==> src/rtl/descrypt_core_dispatcher.sv <==
// descrypt_core_dispatcher: round-robin batch scheduler from the input FIFO to the descrypt cores; DISPATCH_STATS_EN adds batch/stall counters.
// Latency: 1 cycle FIFO head to core bus, plus a 1-cycle grant decision before each batch.
// Backpressure: pops only while streaming and the FIFO is non-empty; waits in SEL until some core is eligible.
module descrypt_core_dispatcher #(
  parameter int N_CORES       = 4,
  parameter int DIN_WIDTH     = 8,
  parameter int READY_HOLDOFF = 4,
  parameter int MAX_WORDS     = 16
) (
  input  logic                 CORE_CLK,
  input  logic                 rst,
  input  logic [DIN_WIDTH-1:0] src_din,
  input  logic [2:0]           src_addr,
  input  logic                 src_last,
  input  logic                 src_empty,
  output logic                 src_rd_en,
  output logic [DIN_WIDTH-1:0] dout,
  output logic [2:0]           addr_out,
  output logic [N_CORES-1:0]   wr_en,
  input  logic [N_CORES-1:0]   crypt_ready,
  input  logic [N_CORES-1:0]   core_idle,
  input  logic [N_CORES-1:0]   err_core,
  output logic [N_CORES-1:0]   err_mask,
  output logic                 all_dead,
  output logic                 overrun,
  output logic                 all_idle
`ifdef DISPATCH_STATS_EN
  ,
  output logic [31:0]          batch_cnt,
  output logic [31:0]          stall_cnt
`endif
);

  localparam int IW  = (N_CORES > 1) ? $clog2(N_CORES) : 1;
  localparam int WCW = $clog2(MAX_WORDS + 1);

  typedef enum logic {SEL, STREAM} state_t;

  state_t             state, state_nxt;
  logic [IW-1:0]      ptr, grant, grant_nxt;
  logic               grant_vld;
  logic [WCW-1:0]     word_cnt;
  logic [3:0]         holdoff [N_CORES];
  logic [N_CORES-1:0] hold_zero, eligible;
  logic               pop, word_limit, batch_end, sel_go;

  always_comb begin
    for (int i = 0; i < N_CORES; i++) hold_zero[i] = (holdoff[i] == 4'd0);
  end

  // err_core is folded in directly so a core erroring on its grant cycle is skipped
  assign eligible = crypt_ready & ~(err_mask | err_core) & hold_zero;

  // Scan downward so the last hit is the first eligible core above ptr
  always_comb begin
    int            idx;
    logic [IW-1:0] cand;
    grant_vld = 1'b0;
    grant_nxt = ptr;
    idx       = 0;
    cand      = '0;
    for (int k = N_CORES; k >= 1; k--) begin
      idx = int'(ptr) + k;
      if (idx >= N_CORES) idx = idx - N_CORES;
      cand = IW'(idx);
      if (eligible[cand]) begin
        grant_vld = 1'b1;
        grant_nxt = cand;
      end
    end
  end

  assign pop        = (state == STREAM) & ~src_empty;
  assign word_limit = (word_cnt == WCW'(MAX_WORDS - 1));
  assign batch_end  = pop & (src_last | word_limit);
  assign sel_go     = (state == SEL) & ~src_empty & grant_vld;

  always_ff @(posedge CORE_CLK) begin
    if (rst) state <= SEL;
    else     state <= state_nxt;
  end

  always_comb begin
    state_nxt = state;
    src_rd_en = 1'b0;
    case (state)
      SEL:     if (sel_go) state_nxt = STREAM;
      STREAM: begin
        src_rd_en = ~src_empty;
        if (batch_end) state_nxt = SEL;
      end
      default: state_nxt = SEL;
    endcase
  end

  always_ff @(posedge CORE_CLK) begin
    if (rst) begin
      ptr      <= IW'(N_CORES - 1);
      grant    <= '0;
      word_cnt <= '0;
      dout     <= '0;
      addr_out <= '0;
      wr_en    <= '0;
      err_mask <= '0;
      all_dead <= 1'b0;
      overrun  <= 1'b0;
      all_idle <= 1'b0;
      for (int i = 0; i < N_CORES; i++) holdoff[i] <= 4'd0;
    end else begin
      wr_en    <= '0;
      err_mask <= err_mask | err_core;
      all_dead <= &err_mask;
      all_idle <= (state == SEL) & src_empty & (&(core_idle | err_mask)) & (&hold_zero);
      for (int i = 0; i < N_CORES; i++) begin
        if (!hold_zero[i]) holdoff[i] <= holdoff[i] - 4'd1;
      end
      if (sel_go) begin
        grant    <= grant_nxt;
        ptr      <= grant_nxt;
        word_cnt <= '0;
      end
      if (pop) begin
        dout     <= src_din;
        addr_out <= src_addr;
        wr_en    <= N_CORES'(1) << grant;
        word_cnt <= word_cnt + 1'b1;
        if (word_limit & ~src_last) overrun <= 1'b1;
        // a fresh load wins over the decrement above
        if (batch_end) holdoff[grant] <= 4'(READY_HOLDOFF);
      end
    end
  end

`ifdef DISPATCH_STATS_EN
  always_ff @(posedge CORE_CLK) begin
    if (rst) begin
      batch_cnt <= '0;
      stall_cnt <= '0;
    end else begin
      if (batch_end) batch_cnt <= batch_cnt + 32'd1;
      if ((state == SEL) & ~src_empty & ~grant_vld & (stall_cnt != '1))
        stall_cnt <= stall_cnt + 32'd1;
    end
  end
`endif

endmodule
==> config.mk <==
export PLATFORM = sky130hd
export DESIGN_NAME = descrypt_core_dispatcher
export DESIGN_NICKNAME = d
export VERILOG_FILES = /design/src/rtl/descrypt_core_dispatcher.sv
export SDC_FILE = /design/constraint.sdc
export NUM_CORES = 1
export LEC_CHECK = 0
export CAP_MARGIN = 5
export CORE_MARGIN = 1.5
export CORE_UTILIZATION = 53
export DETAILED_ROUTE_END_ITERATION = 6
export PLACE_DENSITY = 0.84
export SYNTH_ARGS = -nofsm -noshare
export SYNTH_HDL_FRONTEND = slang
export SYNTH_SLANG_ARGS = --single-unit
export TNS_END_PERCENT = 5
==> constraint.sdc <==
create_clock -name CORE_CLK -period 4.1 [get_ports CORE_CLK]
set_input_delay 0.82 -clock CORE_CLK [delete_from_list [all_inputs] [get_ports CORE_CLK]]
set_output_delay 0.82 -clock CORE_CLK [all_outputs]
set_load 0.02 [all_outputs]
== Word-level counts from Yosys, hierarchy flattened ==
Memories as Yosys holds them, arrays and structs flattened.
Index checks and enable logic that the tools add are counted.
Storage, ports and cells
  memories kept: 1
  memory bits (writable): 16
  bits of input ports: 27
  output and inout port bits: 23
  bits in registers: 32
  logic and storage cells: 115
Memory list
  holdoff: words 4, bits a word 4, rd ports 4, clocked after memory_dff 0, wr ports 5, RTL line 43  | logic [3:0] holdoff [N_CORES];
Cells by class
  equality and inequality tests: 1
  bitwise gates (word level): 22
  shifts and indexed selects: 1
  reduce and logical (&&, ||, !) cells: 10
  mux-type cells: 48
  order comparisons: 8
  add/sub/neg operators: 13
Operators by type and width (count)
  2-to-1 mux 1 bit: 29
  logical NOT 4 bit: 4
  2-to-1 mux 2 bit: 8
  2-to-1 mux 4 bit: 4
  subtractor 4 x 1 -> 4 bit, second input constant: 4
  less-than comparator 2 x 3 -> 1 bit, second input constant: 4
  AND reduction 4 bit: 3
  2-to-1 mux 5 bit: 2
  >= comparator 3 bit, second input constant: 3
  bitwise AND 1 bit: 8
  bitwise AND 4 bit: 2
  binary-select mux 1 bit (select 2 bit): 4
  bitwise OR 4 bit: 2
  subtractor 2 x 1 -> 2 bit, second input constant: 4
  adder 2 x 2 -> 3 bit, second input constant: 2
  adder 5 x 1 -> 5 bit, second input constant: 1
  equality test 5 x 4 -> 1 bit, second input constant: 1
  bitwise OR 1 bit: 5
  adder 2 x 3 -> 4 bit, second input constant: 1
  >= comparator 4 x 3 -> 1 bit, second input constant: 1
  NOT 1 bit: 4
  NOT 4 bit: 1
  left shift 1 x 2 -> 4 bit, first input constant: 1
  adder 2 x 1 -> 3 bit, second input constant: 1
  other kinds (4): 4

== Depth between registers and ports, before layout ==
Gate-level depths: netlist (run 1).
  depth in word-level cells: 13
  depth in mapped cells: 8
  depth with buffers taken out: 8

== Worst setup path after synthesis (run 1) ==
Ideal clock, no wire load.
  path type: in2reg
  start: input err_core[3]
  end: register ptr[0]
  path slack: 1.751 ns
  path buffers: 0
  arrival time: 2.277 ns
  stages: 6
  setup time: 0.072 ns
  cell sequence: or3b_1 -> nor2_2 -> o21ai_1 -> a311o_2 -> a311oi_2 -> mux2i_1
Between the ends
  word-level cells in the longest chain between the ends: 11
Ends and longest elaborated chain
  start: declaration: RTL line 22  | input logic [N_CORES-1:0] err_core,
  bitwise OR 4 bit *: RTL line 52  | assign eligible = crypt_ready & ~(err_mask | err_core) & hold_zero;
  NOT 4 bit *: RTL line 52
  bitwise AND 4 bit * (2 in a row): RTL line 52
  binary-select mux 1 bit (select 2 bit): RTL line 66  | if (eligible[cand]) begin
  2-to-1 mux 1 bit (not written as such): RTL line 66
  2-to-1 mux 1 bit (4 in a row): RTL line 66
  bitwise AND 1 bit: RTL line 76  | assign sel_go = (state == SEL) & ~src_empty & grant_vld;
  end signal: assignment: RTL line 98  | ptr <= IW'(N_CORES - 1);
  end signal: assignment: RTL line 119  | ptr <= grant_nxt;
  end: declaration: RTL line 40  | logic [IW-1:0] ptr, grant, grant_nxt;
Mark *: on every way between the ends. The rest lies on a longest branch, timed or not. The select of a mux whose other input is x is not followed.
A chain may end at the register's enable or synchronous reset.

== Final worst setup path (run 1) ==
  start: input src_empty
  end: output src_rd_en
Between the ends
  word-level cells in the longest chain between the ends: 2
Ends and longest elaborated chain
  start: declaration: RTL line 15  | input logic src_empty,
  NOT 1 bit: RTL line 89  | src_rd_en = ~src_empty;
  2-to-1 mux 1 bit: RTL line 86  | case (state)
  end: declaration: RTL line 16  | output logic src_rd_en,
No other way between the ends.

==> metrics.md, run 1 <==
| Metric | Value |
|---|---|
| Clock share of power | `22.4%` |
| Synth area leader | `dfxtp_1` |
| CTS Root Buffer Type | `clkbuf_8` |
| First-pass DRT Iterations | `4` |
| Worst setup margin | `0.936 ns` |
| Starting density of the core | `55.1%` |
| Fin crit share | `77.2%` |
| Metal2 WL | `2050 um` |
| Area occupied by registers | `961 sq um` |
| Die area | `4530 sq um` |
| Largest net degree at the start of global routing | `43` |
| R2R Setup Slk | `1.75 ns` |
| Hold WC Path Type | `reg2reg` |
| Post CTS Setup Buffer Count | `0` |
| Clk sinks | `48` |
| I/O Pins | `50` |
| CP max stage cell | `clkdlybuf4s50_1` |
| Top-area cell type share of the netlist area | `43.9%` |
| Most frequent cell after synthesis | `dfxtp_1` |
| Later-pin clock latency in the skew report | `0.29 ns` |
| Power Internal | `1.07 mW` |
| # DRC | `0` |
| Max clock buf depth | `2` |
| CTS tree | `yes` |
| Flops & latches, synth | `48` |
| Max Clk Rate | `316 MHz` |
| NumNets Final | `347` |
| VDD IR max | `0.338 mV` |
| Via Count | `1,901` |
| Vias per inst | `5.25` |
| Final setup vio count | `0` |
| Sequential share of the synthesized area | `43.9%` |
| CP Class | `in2out` |
| Grt total ovfl | `0` |
| Final Slew Violations | `0` |
| Post-synth EDFFs | `0` |
| CTS-repair resized insts | `0` |
| Met1 wire length | `2040 um` |
| Flop pwr share | `39.2%` |
| Cells after Synth | `262` |
| Async SR Flop Fraction | `0%` |
| Global-route wire length before repair | `7470 um` |
| Post-synthesis cell type count | `45` |
| Die height | `67.3 um` |
| Cell Rows | `23` |
| Share of cells above drive strength 1 | `8.97%` |
| Final wirelength | `4470 um` |
| Clk_skew | `0.00769 ns` |
| Wirelength per Cell | `12.3 um` |
| Hold Vio Cnt, Final | `0` |
| Power Total | `1.62 mW` |
| Top sig layer | `met4` |
| CP required | `3.28 ns` |
| Relative slew slack | `58.0%` |
| Most used cell, CP | `clkdlybuf4s50_1` |
| Area contributors post-synth | `dfxtp_1 44%, nor2_1 6.9%, a21oi_1 5.7%` |
| Layout fillers | `330` |
| Worst-Margin Slew | `0.629 ns` |
| Pre-CTS WS | `0.943 ns` |
| Mapped cell area | `2190 sq um` |
| Antenna violations before repair | `0` |
| Sw Share | `34.1%` |
| Die width | `67.3 um` |
| Port Buffer Count | `49` |
| Placed wire-length estimate | `3270 um` |
| Clock slew seen by the registers of the worst setup and hold paths | `0.08 ns` |
| CP Max Fanout | `16` |
| Vias in the first global route | `1,751` |
| Synth Net Count | `298` |
| WL met3 | `330 um` |
| Power Dens Cells | `568 nW/um^2` |
| Syn-to-layout area delta | `30.1%` |
| N_diodes | `0` |
| Crit path DAT | `2.34 ns` |
| Ys Warns | `0` |
| Switching power | `552 uW` |
| DR iter-0 viols | `61` |
| CP startpoint kind | `input pin` |
| Leakage power | `1.08 nW` |
| RSZ-0062 raised after global routing | `no` |
| Cell count after placement | `354` |
| Tot GR Track Use | `21.6%` |
| GP Congestion | `0.879` |
| Multi-input logic area | `1140 sq um` |
| Final antenna-violating net count | `0` |
| Crit-path cells | `clkdlybuf4s50_1 -> nand2b_1 -> inv_2 -> clkdlybuf4s50_1` |
| Hold Buf Count CTS | `0` |
| Crit path largest cell delay | `0.65 ns` |
| Logic pwr share | `38.4%` |
| Post-route setup TNS | `0 ns` |
| Num CTS Buffers | `5` |
| CORE AREA | `3970 sq um` |
| CP Capture Type | `output port` |
| Top cells by count, synth | `48 x dfxtp_1, 40 x nor2_1, 31 x nand2_1` |
| Synth Area per Inst | `8.36 sq um` |
| Htree depth | `2` |
| Ys flop type | `dfxtp_1` |
| Min Clock Period, post-route | `3.16 ns` |
| MaxCap Viol Count | `0` |
| Outcome | `completed` |
| Non-filler instance count after layout | `362` |
-- layout make-up --
type / instances / share of cell area, %
multi-input combinational: 190 / 39.9
tap: 50 / 2.20
clock inverter: 1 / 1.05
sequential: 48 / 33.7
clock buffer: 7 / 3.38
inverter: 15 / 1.98
timing repair buffer: 51 / 17.7
-- power groups by stage --
stage	registers [mW]	logic [mW]	clock network (mW)
2_1_floorplan	0.632	0.478	0
3_3_place_gp	0.641	0.597	0
3_5_place_dp	0.645	0.617	0
4_1_cts	0.634	0.624	0.371
5_1_grt	0.648	0.706	0.389
6_report	0.635	0.621	0.362
-- cells in the final DEF (no fill, tap or decap), types with 5 or more instances in the layout --
| cell | n |
|---|---|
| clkdlybuf4s50_1 | 49 |
| or3_1 | 5 |
| o21ai_0 | 6 |
| o21ai_1 | 6 |
| clkbuf_8 | 7 |
| nor3_1 | 7 |
| nor2_1 | 40 |
| xnor2_1 | 5 |
| nand3_1 | 8 |
| dfxtp_1 | 48 |
| ha_1 | 9 |
| a21oi_1 | 25 |
| nand2_1 | 31 |
| inv_1 | 13 |
-- logic make-up (layout without fill, tap and decap cells) --
logic type                 Yosys count  in the layout  synth area share (%)
and+or+nand+nor                    119            119                  27.4
xor gates and xnor gates             5              5                  2.00
muxes                                5              5                  2.51
AOI/OAI and AO/OA                   52             52                  14.9
DFF                                 48             48                  43.9
buffers and inverters               24             74                  4.17
adders and majority gates            9              9                  5.14
-- path summary, 6_finish.rpt --
check | from | end | cells past startpoint
max reg2reg | holdoff[0][0] | ptr[0] | 8
min reg2reg | dout[1] | dout[1] | 2
max | src_empty | src_rd_en | 4
min | dout[1] | dout[1] | 2
-- metrics by stage --
step | hold WS, ns | util (%) | instance area (sq um)
after floorplan | 0.468 | - | 2190
after global routing | 0.484 | 71.7 | 2850
after global placement | 0.441 | 68.6 | 2720
final | 0.459 | 71.7 | 2850
after detailed placement | 0.447 | 68.6 | 2720
after CTS | 0.458 | 71.7 | 2850
-- registers in the layout, summed over array words and instances (netlist names) --
| name | count |
|---|---|
| all_dead | 1 |
| holdoff | 16 |
| err_mask | 4 |
| dout | 8 |
| state | 1 |
| word_cnt | 5 |
| ptr | 2 |
| overrun | 1 |
| addr_out | 3 |
| all_idle | 1 |
| wr_en | 4 |
| grant | 2 |
-- metal layers --
metal  vias to the layer above  GRT usage, %
met5                         -             0
met4                         0          6.38
met3                         5          7.17
met2                        50          36.8
met1                       853          25.8
li1                        993             -
-- critical path, delay by kind of cell --
kind | cells | cell delay [ns]
AND/OR/NAND/NOR | 1 | 0.20
buffers and inverters | 3 | 1.31
Power figures use the tool's default switching activity.
==> inputs of run 2 (changes only) <==
CORE_UTILIZATION = 45   (was 53)
PLACE_DENSITY = 0.76   (was 0.84)
clock period = 2.9 ns   (was 4.1 ns; I/O delays follow)
==> run 2 against run 1 <==
Routed wire length increased by 3.4%. Total power rose by 33%. Worst hold slack lost 0.0022 ns. Critical path type unchanged.
==> metrics.md, run 2 (synthesized netlist as in run 1, its figures left out) <==
| Metric | Value |
|---|---|
| VDD IR max | `0.267 mV` |
| Hold Buf Count CTS | `0` |
| I/O Pins | `50` |
| Non-filler instance count after layout | `366` |
| R2R Setup Slk | `0.56 ns` |
| Starting density of the core | `46.7%` |
| Tot GR Track Use | `18.9%` |
| Most common cell after layout, fill and taps aside | `clkdlybuf4s50_1` |
| Clk sinks | `48` |
| Area occupied by registers | `961 sq um` |
| Max clock buf depth | `2` |
| Wirelength per Cell | `12.6 um` |
| Later-pin clock latency in the skew report | `0.30 ns` |
| Worst-Margin Slew | `0.675 ns` |
| Largest regs | `holdoff: 16 flops, dout: 8 flops, word_cnt: 5 flops` |
| Hold Vio Cnt, Final | `0` |
| Leakage power | `1.06 nW` |
| N_diodes | `0` |
| Htree depth | `2` |
| Worst setup margin | `0.392 ns` |
| Final antenna-violating net count | `0` |
| Die width | `72.8 um` |
| Hold WC Path Type | `reg2reg` |
| Final design utilization | `60.0%` |
| Post-route setup TNS | `0 ns` |
| Crit path DAT | `1.93 ns` |
| Die height | `72.8 um` |
| Pre-CTS WS | `0.196 ns` |
| Vias per inst | `5.29` |
| Syn-to-layout area delta | `28.6%` |
| Cell count after placement | `359` |
| Global-route wire length before repair | `7980 um` |
| # DRC | `0` |
| Clk_skew | `0.00653 ns` |
| Post CTS Setup Buffer Count | `0` |
| Worst Path Buf+Inv | `3` |
| DR iter-0 viols | `87` |
| Via Count | `1,936` |
| Power Dens Cells | `765 nW/um^2` |
| Multi-input logic area | `1140 sq um` |
| Largest register FFs | `16` |
| MaxCap Viol Count | `0` |
| Final wirelength | `4620 um` |
| RSZ-0062 raised after global routing | `no` |
| Grt total ovfl | `0` |
| Vias in the first global route | `1,907` |
| Placed wire-length estimate | `3250 um` |
| Relative slew slack | `54.9%` |
| NumNets Final | `348` |
| Final setup vio count | `0` |
| Outcome | `completed` |
| Most used cell, CP | `clkdlybuf4s50_1` |
| CP max stage cell | `clkdlybuf4s50_1` |
| Crit path largest cell delay | `0.61 ns` |
| Final Slew Violations | `0` |
| Share of cells above drive strength 1 | `8.97%` |
| CTS Root Buffer Type | `clkbuf_8` |
| Antenna violations before repair | `0` |
| CORE AREA | `4690 sq um` |
| Num CTS Buffers | `5` |
| Crit-path cells | `clkdlybuf4s50_1 -> nand2b_1 -> inv_2 -> clkdlybuf4s50_1` |
| CP Class | `in2out` |
| Die area | `5290 sq um` |
| Fin area | `2820 sq um` |
| Fin crit share | `86.5%` |
| Area post-placement | `2740 sq um` |
| CP Max Fanout | `4` |
| Layout fillers | `422` |
| Max Clk Rate | `399 MHz` |
| Biggest register | `holdoff` |
| Port Buffer Count | `49` |
| CP startpoint kind | `input pin` |
| Clock slew seen by the registers of the worst setup and hold paths | `0.09 ns` |
| CP required | `2.32 ns` |
| CP top delay family | `buffers and inverters` |
| Largest net degree at the start of global routing | `42` |
| CP Capture Type | `output port` |
| CTS tree | `yes` |
| CTS-repair resized insts | `0` |
| Min Clock Period, post-route | `2.51 ns` |
| GP Congestion | `0.733` |
| Cell Rows | `25` |
| Most frequent cells in the layout | `49 x clkdlybuf4s50_1, 48 x dfxtp_1, 40 x nor2_1` |
| First-pass DRT Iterations | `4` |
[run 2: cell count changes in the layout (fill, tap and decap cells not counted), sizes merged]
cell / before / now
bufinv: 1 / 0
clkinv: 0 / 1
buf: 2 / 3
clkbuf: 7 / 5
clkinvlp: 0 / 1
[run 2: final timing paths]
path | start | end | cells past startpoint
worst max-delay path | src_empty | src_rd_en | 4
worst min register to register | dout[4] | dout[4] | 2
worst max register to register | holdoff[0][0] | ptr[0] | 8
worst min-delay path | dout[4] | dout[4] | 2
[run 2: final cells by class]
cell class | count | area share (%)
Clock inverter | 2 | 0.444
Timing Repair Buffer | 52 | 18.2
Inverter | 15 | 2.00
Sequential cell | 48 | 34.1
Multi-Input combinational cell | 190 | 40.4
Clock buffer | 5 | 2.44
Tap cell | 54 | 2.40
[run 2: through the flow]
| step | hold WS [ns] | total power [mW] |
|---|---|---|
| floorplan | 0.468 | 1.57 |
| global placement | 0.441 | 1.76 |
| detailed placement | 0.446 | 1.79 |
| CTS | 0.458 | 2.18 |
| global route | 0.485 | 2.33 |
| finish | 0.457 | 2.15 |
[run 2: worst register-to-register path, delay by kind of cell, from the launching register on]
family                     cells  cell delay (ns)
DFF                            1             0.34
and+or+nand+nor                2             0.71
AOI/OAI and AO/OA              3             0.73
muxes                          1             0.22
adders and majority gates      1             0.19
buffers and inverters          1             0.08
[run 2: layer usage]
| layer | share of wire, % | wire, um | vias up | GRT usage [%] |
|---|---|---|---|---|
| li1 | - | - | 993 | - |
| met1 | 46 | 2130 | 881 | 21.5 |
| met2 | 46 | 2140 | 54 | 34.1 |
| met3 | 6.4 | 298 | 8 | 5.80 |
| met4 | 1.1 | 52 | 0 | 5.24 |
| met5 | 0 | 0 | - | 0 |
[run 2: power breakdown]
| part | switching [mW] | leakage (nW) | total, mW | internal (mW) |
|---|---|---|---|---|
| clock network | 0.217 | 0.0400 | 0.381 | 0.164 |
| logic | 0.451 | 0.627 | 0.874 | 0.424 |
| registers | 0.117 | 0.392 | 0.900 | 0.782 |
==> inputs of run 3 (changes only) <==
CAP_MARGIN = 20   (was 5)
==> results of run 3 <==
The final DEF is identical to that of run 2; final timing and power are the same.
